File: src/rtl/mybullet_app.sv
`default_nettype none
// ============================================================================
// Module   : mybullet_app
// Purpose  : Player bullet launcher/tracker, four slots, one cell per move_tick.
// Revision : 1.0  initial release
// ============================================================================
module mybullet_app #(
    parameter int         GRID_X   = 16,
    parameter int         GRID_Y   = 20,
    parameter int         COOLDOWN = 2,
    parameter logic [4:0] OFF_POS  = 5'd31
) (
    input  logic       clk,
    input  logic       rst,
    input  logic       move_tick,
    input  logic       bul_en,
    input  logic       bul_sht,
    input  logic [4:0] tank_x,
    input  logic [4:0] tank_y,
    input  logic [1:0] tank_dir,
    input  logic [3:0] bul_clr,
    output logic [4:0] bul1_x,
    output logic [4:0] bul1_y,
    output logic [4:0] bul2_x,
    output logic [4:0] bul2_y,
    output logic [4:0] bul3_x,
    output logic [4:0] bul3_y,
    output logic [4:0] bul4_x,
    output logic [4:0] bul4_y,
    output logic [3:0] bul_act,
    output logic       shot_ok
);

    localparam int              CD_W       = (COOLDOWN > 1) ? $clog2(COOLDOWN + 1) : 1;
    localparam logic [CD_W-1:0] c_COOLDOWN = CD_W'(COOLDOWN);
    localparam logic [5:0]      c_GRID_X   = 6'(GRID_X);
    localparam logic [5:0]      c_GRID_Y   = 6'(GRID_Y);

    logic [4:0]      r_x   [0:3];
    logic [4:0]      r_y   [0:3];
    logic [1:0]      r_dir [0:3];
    logic [3:0]      r_act;
    logic            r_sht_d;
    logic            r_shot_ok;
    logic [CD_W-1:0] r_cd;

    logic [10:0]     w_spawn;
    logic [10:0]     w_nxt [0:3];
    logic [3:0]      w_sel;
    logic            w_found;
    logic            w_req;
    logic            w_accept;

    // Returns {out_of_grid, next_x, next_y}; decrement from 0 counts as leaving the grid.
    function automatic logic [10:0] step(input logic [4:0] x, input logic [4:0] y,
                                         input logic [1:0] d);
        logic [4:0] nx;
        logic [4:0] ny;
        logic       out;
        nx  = x;
        ny  = y;
        out = 1'b0;
        case (d)
            2'b00: ny = y + 5'd1;
            2'b01: begin
                out = (y == 5'd0);
                ny  = y - 5'd1;
            end
            2'b10: nx = x + 5'd1;
            default: begin
                out = (x == 5'd0);
                nx  = x - 5'd1;
            end
        endcase
        if ({1'b0, nx} >= c_GRID_X || {1'b0, ny} >= c_GRID_Y)
            out = 1'b1;
        return {out, nx, ny};
    endfunction

    assign w_spawn  = step(tank_x, tank_y, tank_dir);
    assign w_req    = bul_sht & ~r_sht_d;
    assign w_accept = w_req & bul_en & (r_cd == '0) & ~(&r_act) & ~w_spawn[10];

    always_comb begin
        w_sel   = 4'b0000;
        w_found = 1'b0;
        for (int i = 0; i < 4; i++) begin
            w_nxt[i] = step(r_x[i], r_y[i], r_dir[i]);
            if (!r_act[i] && !w_found) begin
                w_sel[i] = 1'b1;
                w_found  = 1'b1;
            end
        end
    end

    always_ff @(posedge clk or posedge rst) begin
        if (rst) begin
            r_sht_d   <= 1'b0;
            r_shot_ok <= 1'b0;
            r_cd      <= '0;
            r_act     <= 4'b0000;
            for (int i = 0; i < 4; i++) begin
                r_x[i]   <= OFF_POS;
                r_y[i]   <= OFF_POS;
                r_dir[i] <= 2'b00;
            end
        end else begin
            r_sht_d   <= bul_sht;
            r_shot_ok <= w_accept;

            if (!bul_en)
                r_cd <= '0;
            else if (w_accept)
                r_cd <= c_COOLDOWN;
            else if (move_tick && r_cd != '0)
                r_cd <= r_cd - CD_W'(1);

            // Free slots are chosen from the registered flags, so a slot released
            // this cycle only becomes eligible for spawning on the next one.
            for (int i = 0; i < 4; i++) begin
                if (!bul_en) begin
                    r_act[i] <= 1'b0;
                    r_x[i]   <= OFF_POS;
                    r_y[i]   <= OFF_POS;
                end else if (r_act[i]) begin
                    if (bul_clr[i] || (move_tick && w_nxt[i][10])) begin
                        r_act[i] <= 1'b0;
                        r_x[i]   <= OFF_POS;
                        r_y[i]   <= OFF_POS;
                    end else if (move_tick) begin
                        r_x[i] <= w_nxt[i][9:5];
                        r_y[i] <= w_nxt[i][4:0];
                    end
                end else if (w_accept && w_sel[i]) begin
                    r_act[i] <= 1'b1;
                    r_x[i]   <= w_spawn[9:5];
                    r_y[i]   <= w_spawn[4:0];
                    r_dir[i] <= tank_dir;
                end
            end
        end
    end

    assign bul1_x  = r_x[0];
    assign bul1_y  = r_y[0];
    assign bul2_x  = r_x[1];
    assign bul2_y  = r_y[1];
    assign bul3_x  = r_x[2];
    assign bul3_y  = r_y[2];
    assign bul4_x  = r_x[3];
    assign bul4_y  = r_y[3];
    assign bul_act = r_act;
    assign shot_ok = r_shot_ok;

endmodule
`default_nettype wire

File: config.mk
export PLATFORM = sky130hd
export DESIGN_NAME = mybullet_app
export DESIGN_NICKNAME = d
export VERILOG_FILES = /design/src/rtl/mybullet_app.sv
export SDC_FILE = /design/constraint.sdc
export NUM_CORES = 1
export LEC_CHECK = 0
export CORE_MARGIN = 4
export CORE_UTILIZATION = 55
export DETAILED_ROUTE_END_ITERATION = 6
export PLACE_DENSITY = 0.89
export SLEW_MARGIN = 10
export SYNTH_ARGS = -nofsm -noshare
export SYNTH_HDL_FRONTEND = slang
export SYNTH_SLANG_ARGS = --single-unit
File: constraint.sdc
create_clock -name clk -period 6.7 [get_ports clk]
set_input_delay 1.005 -clock clk [delete_from_list [all_inputs] [get_ports clk]]
set_output_delay 1.005 -clock clk [all_outputs]
set_load 0.02 [all_outputs]
==> results of run 1 <==
cell type report:
| type | instances | area share, % |
|---|---|---|
| Sequential cell | 56 | 24.9 |
| Inverter | 38 | 2.45 |
| Multi-Input combinational cell | 448 | 56.8 |
| Timing Repair Buffer | 67 | 11.4 |
| Clock inverter | 1 | 0.515 |
| Tap cell | 108 | 2.32 |
| Clock buffer | 7 | 1.65 |
critical path, delay by kind of cell:
kind                     cells  cell delay (ns)
AO/OA/AOI/OAI                6             1.85
adder cells (fa/ha/maj)      1             0.40
buffers and inverters        2             0.91
AND/OR/NAND/NOR              2             0.70
metrics by stage:
step	cells	utilization (%)	setup WS [ns]	hold slack, ns
floorplan	575	-	2.88	0.524
global placement	717	64.5	2.04	0.497
detailed placement	717	64.5	1.77	0.510
CTS	725	65.9	2.07	0.525
global route	725	65.9	1.77	0.545
finish	725	65.9	2.03	0.524
worst paths after layout:
check / end / depth (start not counted) / slack (ns)
max: bul2_x[3] / 11 / 2.03
min: bul2_x[0] / 2 / 0.52
max reg2reg: bul4_y[3] / 9 / 3.31
min reg2reg: bul2_x[0] / 2 / 0.52
max in group asynchronous: r_dir[3] / 3 / 5.01
min in group asynchronous: bul_act[1] / 3 / 1.19
cells in the final DEF, fill, tap and decap left out, types with 9 or more instances in the layout:
| master | n |
|---|---|
| nor2b_1 | 13 |
| o21ai_0 | 28 |
| nor2_1 | 28 |
| nand2b_1 | 9 |
| o22a_1 | 16 |
| dfrtp_1 | 16 |
| a32oi_1 | 11 |
| ha_1 | 23 |
| dfstp_2 | 40 |
| a21o_1 | 13 |
| clkdlybuf4s50_1 | 65 |
| xnor2_1 | 20 |
| mux2i_1 | 9 |
| nand3_1 | 13 |
| nor3_1 | 12 |
| nor4b_1 | 9 |
| nand2_1 | 45 |
| inv_1 | 34 |
| a21oi_1 | 33 |
| a22oi_1 | 16 |
kinds of logic after synthesis:
| logic type | after synthesis | synth area share [%] |
|---|---|---|
| simple gates | 184 | 20.6 |
| fa+ha+maj | 29 | 8.01 |
| xor+xnor | 27 | 4.65 |
| flops | 56 | 28.5 |
| buf+inv | 71 | 6.42 |
| compound gates | 188 | 27.5 |
| mux | 20 | 4.35 |
layer usage:
layer | vias to the layer above | share of wire, %
li1 | 2241 | -
met1 | 2358 | 42
met2 | 237 | 47
met3 | 41 | 7.8
met4 | 0 | 2.8
met5 | - | 0
power groups by stage:
stage	sequential, µW	combinational, µW	clock [µW]
after floorplan	475	367	0
after global placement	474	502	0
after detailed placement	478	523	0
after CTS	473	528	249
after global routing	485	584	261
final	474	533	250
==> impl_metrics.tcl, run 1 <==
set metrics [dict create \
    die_h_um 104 \
    p_sw_uw 485 \
    synth.top_cell.area_share_pct 20.6 \
    synth_ff_type "dfstp_2" \
    via_count 4877 \
    grt_pass1_vias 4543 \
    switching_share_pct 38.5 \
    clk_pin_slew_worst_paths_ns 0.10 \
    grt_pass1_wl_um 22900 \
    drive_gt1_share_pct 13.0 \
    grt_overflow 0 \
    grt_start_max_net_pins 57 \
    grtUsageMet2_pct 40.9 \
    cp_data_required_time_ns 6.92 \
    viasPerCell 6.73 \
    port_buffers 65 \
    ys_seq_area_share_pct 28.5 \
    io-pin-count 66 \
    start_util_pct 57.5 \
    r2r-start "r_dir[1]" \
    slowest_delay_ns 0.80 \
    critPathMaxFanout 20 \
    cap_violations 0 \
    wl_per_cell_um 19.3 \
    cts_resized 0 \
    hold_start "bul2_x[0]" \
    synthCells 575 \
    synth_edf_count 0 \
    setup_viol 0 \
    synth.most_common_cell "nand2_1" \
    die-width_um 104 \
    async_flop_share_pct 100 \
    core_mm2 0.00885 \
    ys_top_cells_by_area "dfstp_2, dfrtp_1, ha_1" \
    ant_nets 0 \
    crit_slowest_cell "clkdlybuf4s50_1" \
    ctsHoldBuffers 0 \
    intPower_uw 773 \
    irDropWorstVdd_mv 0.185 \
    max_flop_register "r_dir" \
    ff_latch_area_mm2 0.00145 \
    yosys_warnings 0 \
    dp_hpwl_um 9970 \
    finalCritPeriodShare_pct 69.8 \
    p_total_uw 1260 \
    crit_start "tank_dir[1]" \
    wl_um 14000 \
    yosys.cell_types.count 83 \
    top_usage_layer "met2" \
    path_cells "clkdlybuf4s50_1, nor2b_1, inv_1, fa_1, nand2b_1, a21oi_1, o21ai_0, o211ai_2, a41o_1, o21ai_1, a221oi_1" \
    worstSetupStartpointType "input pin" \
    clock_latency_ns 0.32 \
    gr-usage-met1_pct 34.3 \
    cts_sinks 56 \
    cts_setup_buffers 0 \
    max_freq_ghz 0.214 \
    synth.avg_cell_area_um2 8.85 \
    leakagePower_uw 0.00235 \
    rsz0062_at_grt "false" \
    setup_tns_ns 0 \
    grtUsageTotal_pct 25.3 \
    clockBufferDepth 2 \
    syn_to_final_growth_pct 14.6 \
    critPathKind "input pin to register" \
    dpl_cell_area_mm2 0.00571 \
    grt_antenna_before_repair 0 \
    syn-cell-area_mm2 0.00509 \
    final-hold-violation-count 0 \
    fillers 705 \
    comb_power_share_pct 42.4 \
    cts_buffers 5 \
    drv_slew 0 \
    first_pass_iters 6 \
    finish.net_count 666 \
    yosysTopAreaCell "dfstp_2" \
    postLayoutCellArea_mm2 0.00583 \
    worstMarginPinSlew_ns 1.21 \
    drtIter0Drc 443 \
    clockRootBuffer "clkbuf_8" \
    use_met3_pct 4.03 \
    cp-end-kind "register" \
    row_count 34 \
    finalCriticalPeriod_ns 4.67 \
    syn-num-nets 625 \
    htree_levels 2 \
    clkPwrFrac_pct 19.9 \
    clock_skew_ns 0.0103 \
    drc 0 \
    arrival_ns 4.89 \
    seqPwrFrac_pct 37.7 \
    gp_congestion 0.889 \
    largest_reg_flops 8 \
    tritoncts "yes" \
    dieArea_mm2 0.0109 \
    diodes 0 \
    slew_headroom_pct 18.2 \
    ys_seq_elements 56 \
    hold_path.class "register to register" \
    ys_top_cells_by_count "nand2_1, dfstp_2, inv_1, a21oi_1" \
    multi_input_area_mm2 0.00331 \
    status "finished clean" \
    p_per_area_mw_per_mm2 216 \
]
Note: power is estimated with default switching activity, not from simulation.
==> run 2: changes to the inputs <==
CORE_UTILIZATION = 51   (was 55)
PLACE_DENSITY = 0.87   (was 0.89)
clock period = 4.2 ns   (was 6.7 ns; I/O delays follow)
==> impl_metrics.tcl, run 2 (synthesized netlist as in run 1, its figures left out) <==
set metrics [dict create \
    clk_pin_slew_worst_paths_ns 0.10 \
    cap_violations 0 \
    dp_cells 750 \
    clock_latency_ns 0.32 \
    intPower_uw 1140 \
    final-hold-violation-count 0 \
    hold_path.class "register to register" \
    max_flop_register "r_dir" \
    setup_viol 0 \
    cts_sinks 56 \
    io-pin-count 66 \
    switching_share_pct 40.4 \
    row_count 36 \
    finish.net_count 674 \
    clockBufferDepth 2 \
    drive_gt1_share_pct 13.8 \
    first_pass_iters 5 \
    die_h_um 108 \
    final_common_cell "clkdlybuf4s50_1" \
    drv_slew 0 \
    diodes 0 \
    final_util_pct 60.4 \
    clockRootBuffer "clkbuf_8" \
    leakagePower_uw 0.00236 \
    die-width_um 108 \
    core_mm2 0.00973 \
    comb_power_share_pct 44.7 \
    critPathKind "input pin to register" \
    largest_reg_flops 8 \
    dp_hpwl_um 10600 \
    max_freq_ghz 0.277 \
    ant_nets 0 \
    p_per_area_mw_per_mm2 326 \
    cp_data_required_time_ns 4.42 \
    critPathMaxFanout 11 \
    finalCriticalPeriod_ns 3.62 \
    cp-end-kind "register" \
    grtUsageTotal_pct 24.9 \
    grt_pass1_wl_um 23800 \
    gp_congestion 0.930 \
    via_count 4884 \
    seqPwrFrac_pct 39.6 \
    clock_skew_ns 0.0111 \
    grt_start_max_net_pins 50 \
    rsz0062_at_grt "false" \
    mostFrequentLayoutCells "clkdlybuf4s50_1, nand2_1, dfstp_2" \
    worstMarginPinSlew_ns 1.03 \
    status "finished clean" \
    wl_per_cell_um 19.1 \
    drtIter0Drc 385 \
    ctsHoldBuffers 0 \
    layout.cells.non_filler 757 \
    syn_to_final_growth_pct 15.4 \
    setup_tns_ns 0 \
    tritoncts "yes" \
    p_sw_uw 773 \
    wl_um 14500 \
    htree_levels 2 \
    grt_antenna_before_repair 0 \
    viasPerCell 6.45 \
    dieArea_mm2 0.0116 \
    cts_buffers 5 \
    cts_setup_buffers 0 \
    grt_overflow 0 \
    arrival_ns 3.84 \
    worstSetupStartpointType "input pin" \
    cts_resized 0 \
    finalCritPeriodShare_pct 86.1 \
    slew_headroom_pct 31.3 \
    irDropWorstVdd_mv 0.174 \
    clkPwrFrac_pct 15.7 \
    grt_pass1_vias 4866 \
    start_util_pct 52.3 \
    port_buffers 65 \
    drc 0 \
]
-- run 2: cell count changes in the layout (fill, tap and decap cells not counted), sizes merged --
| cell | before | now |
|---|---|---|
| buf | 2 | 10 |
| clkbuf | 7 | 6 |
| bufinv | 1 | 0 |
| clkinv | 0 | 1 |
-- run 2: per-layer routing --
layer / global-route usage, % / part of all wire [%] / up-vias
met5: 0 / 0 / -
met4: 8.84 / 3.0 / 0
met3: 4.02 / 7.0 / 35
met2: 41.0 / 49 / 223
met1: 33.2 / 41 / 2366
li1: - / - / 2260
-- run 2: final cells by class --
cell class,instances,area [µm²]
Fill cell,834,3850
Multi-Input combinational cell,448,3310
Sequential cell,56,1450
Timing Repair Buffer,75,726
Tap cell,133,166
Inverter,38,143
Clock buffer,6,72.6
Clock inverter,1,5.00
-- run 2: path summary, 6_finish.rpt --
path / start / cells past startpoint / slack (ns) / to
max in group asynchronous: rst / 3 / 2.53 / bul3_x[0]
setup / recovery: tank_dir[0] / 10 / 0.58 / bul2_x[1]
setup reg to reg: r_dir[5] / 9 / 0.88 / bul2_x[1]
hold reg to reg: bul2_x[3] / 2 / 0.52 / bul2_x[3]
hold / removal: bul2_x[3] / 2 / 0.52 / bul2_x[3]
min in group asynchronous: rst / 2 / 0.89 / r_dir[7]
-- run 2: critical path, stage by stage --
cell,delay (ns)
clkdlybuf4s50_1,0.57
nor2b_1,0.26
ha_1,0.29
a21o_1,0.19
a21oi_1,0.19
mux2_4,0.34
o211ai_2,0.38
a41o_1,0.45
o21ai_1,0.17
a221oi_1,0.35
-- run 2: power groups by stage --
stage	Sequential [µW]	Clock, µW	Combinational [µW]
floorplan	758	0	586
global placement	756	0	814
detailed placement	764	0	844
CTS	756	297	851
global route	775	316	937
finish	759	300	857
-- run 2: per-stage QoR --
stage,hold WS (ns),power (µW),setup WS [ns],cell area [µm²]
floorplan,0.524,1340,0.754,5090
global placement,0.492,1570,0.492,5800
detailed placement,0.507,1610,0.299,5800
CTS,0.521,1900,0.623,5880
global route,0.551,2030,0.414,5880
finish,0.518,1920,0.585,5880
==> run 3: changes to the inputs <==
clock period = 2.95 ns   (was 4.2 ns; I/O delays follow)
==> impl_metrics.tcl, run 3 (synthesized netlist as in run 1, its figures left out) <==
set metrics [dict create \
    status "finished clean" \
    cp-endpoint "bul2_x[3]" \
    grtUsageTotal_pct 26.9 \
    reg2reg_to "bul2_x[3]" \
    clkPwrFrac_pct 15.3 \
    r2r-start "bul2_y[1]" \
    crit_slowest_cell "dfstp_2" \
    cts_sinks 56 \
    worstMarginPinSlew_ns 0.681 \
    gp_congestion 0.940 \
    ant_nets 0 \
    final_common_cell "buf_4" \
    clock_skew_ns 0.0138 \
    final-hold-violation-count 0 \
    leakagePower_uw 0.00274 \
    switching_share_pct 40.9 \
    r2r_cells 11 \
    final_util_pct 68.0 \
    drc 0 \
    clockBufferDepth 2 \
    seqPwrFrac_pct 34.7 \
    row_count 36 \
    finalCritPeriodShare_pct 98.3 \
    viasPerCell 6.56 \
    p_total_uw 2990 \
    clockRootBuffer "clkbuf_8" \
    p_per_area_mw_per_mm2 452 \
    dieArea_mm2 0.0116 \
    postLayoutCellArea_mm2 0.00662 \
    arrival_ns 3.14 \
    dpl_cell_area_mm2 0.00625 \
    finalCriticalPeriod_ns 2.90 \
    critPathKind "register to register" \
    diodes 0 \
    htree_levels 2 \
    mostFrequentLayoutCells "buf_4, clkdlybuf4s50_1, nand2_1" \
    grt_pass1_vias 5296 \
    start_util_pct 52.3 \
    cap_violations 0 \
    irDropWorstVdd_mv 0.277 \
    worstSetupStartpointType "register" \
    core_mm2 0.00973 \
    intPower_uw 1770 \
    io-pin-count 66 \
    wl_per_cell_um 19.8 \
    grt_overflow 0 \
    hold_path.class "input pin to async pin" \
    largest_reg_flops 8 \
    p_sw_uw 1220 \
    die_h_um 108 \
    slowest_delay_ns 0.60 \
    top_layer "met4" \
    tritoncts "yes" \
    max_flop_register "r_dir" \
    dp_hpwl_um 11800 \
    reg2reg_slack_ns 0.05 \
    met3_length_um 1200 \
    drtIter0Drc 358 \
    critPathMaxFanout 7 \
    via_count 5408 \
    max_freq_ghz 0.345 \
    grt_pass1_wl_um 25400 \
    drive_gt1_share_pct 27.2 \
    fin_ws_ns 0.0488 \
    ctsHoldBuffers 0 \
    die-width_um 108 \
    crit_start "bul2_y[1]" \
    setup_viol 0 \
    syn_to_final_growth_pct 30.0 \
    dp_slack_ns -0.612 \
    finish.net_count 740 \
    clock_latency_ns 0.32 \
    grt_start_max_net_pins 37 \
    first_pass_iters 5 \
    wl_um 16300 \
    wl_met2_um 8040 \
    grt_antenna_before_repair 0 \
    cts_buffers 5 \
    cp-end-kind "register" \
    slew_headroom_pct 53.3 \
    comb_power_share_pct 49.9 \
    path_cells "inv_1, xnor2_1, ha_2, or3b_4, a21o_1, and3_1, o32ai_4, buf_4, nand4_4, o21ai_2, a221oi_1" \
    port_buffers 65 \
    clk_pin_slew_worst_paths_ns 0.11 \
    wl_met1_um 6170 \
    cp_data_required_time_ns 3.19 \
    drv_slew 0 \
]
[run 3: changes by cell type in the layout (fill, tap and decap cells not counted), moves of 3 or more]
cell | previous run | this run
buf_4 | 10 | 72
nor4b_1 | 9 | 4
a21oi_1 | 33 | 29
a21oi_2 | 0 | 4
nor4b_2 | 0 | 4
clkdlybuf4s50_1 | 65 | 62
ha_1 | 23 | 20
[run 3: critical path: cells and delay by family, from the launching register on]
family | cells | cell delay (ns)
and+or+nand+nor | 3 | 0.74
AOI/OAI and AO/OA | 4 | 0.89
buffers and inverters | 2 | 0.28
xor gates and xnor gates | 1 | 0.13
adders and majority gates | 1 | 0.20
DFF | 1 | 0.60
[run 3: area by class of cell]
class | count | area [µm²]
Timing Repair Buffer | 139 | 1220
Clock inverter | 3 | 26.3
Sequential cell | 56 | 1450
Fill cell | 744 | 3110
Multi-Input combinational cell | 450 | 3540
Inverter | 38 | 143
Clock buffer | 5 | 68.8
Tap cell | 133 | 166
[run 3: per-stage QoR]
step	setup TNS [ns]	std cells	hold slack (ns)
floorplan	0	575	0.474
global placement	-16.88	807	0.502
detailed placement	-22.51	807	0.514
CTS	-0.00470	816	0.464
global route	-0.287	824	0.479
finish	0	824	0.450
[run 3: worst min-delay path by stage]
stage,to,depth (start not counted),startpoint,slack [ns]
2_1_floorplan,r_sht_d,0,bul_sht,0.47
3_3_place_gp,bul2_x[3],2,bul2_x[3],0.50
3_5_place_dp,bul2_x[0],2,bul2_x[0],0.51
4_1_cts,r_sht_d,2,rst,0.46
5_1_grt,r_sht_d,2,rst,0.48
6_report,r_sht_d,2,rst,0.45
[run 3: metal layers]
layer	track usage (%)	vias up
met5	0	-
met4	15.2	0
met3	3.48	87
met2	45.4	318
met1	33.0	2605
li1	-	2398
[run 3: what timing repair did]
action / in CTS / in global routing
resized for setup: 10 / 35
hold endpoints to repair: 0 / 0
buffers inserted: 1 / 6
endpoints found under the setup margin: 44 / 42
pin swaps: 1 / 7
cloned: 0 / 2
[run 3: power by group through the flow]
stage | logic, µW | registers (µW) | clock network [µW]
2_1_floorplan | 837 | 1080 | 0
3_3_place_gp | 1300 | 1030 | 0
3_5_place_dp | 1370 | 1040 | 0
4_1_cts | 1380 | 1030 | 452
5_1_grt | 1630 | 1050 | 485
6_report | 1490 | 1040 | 459
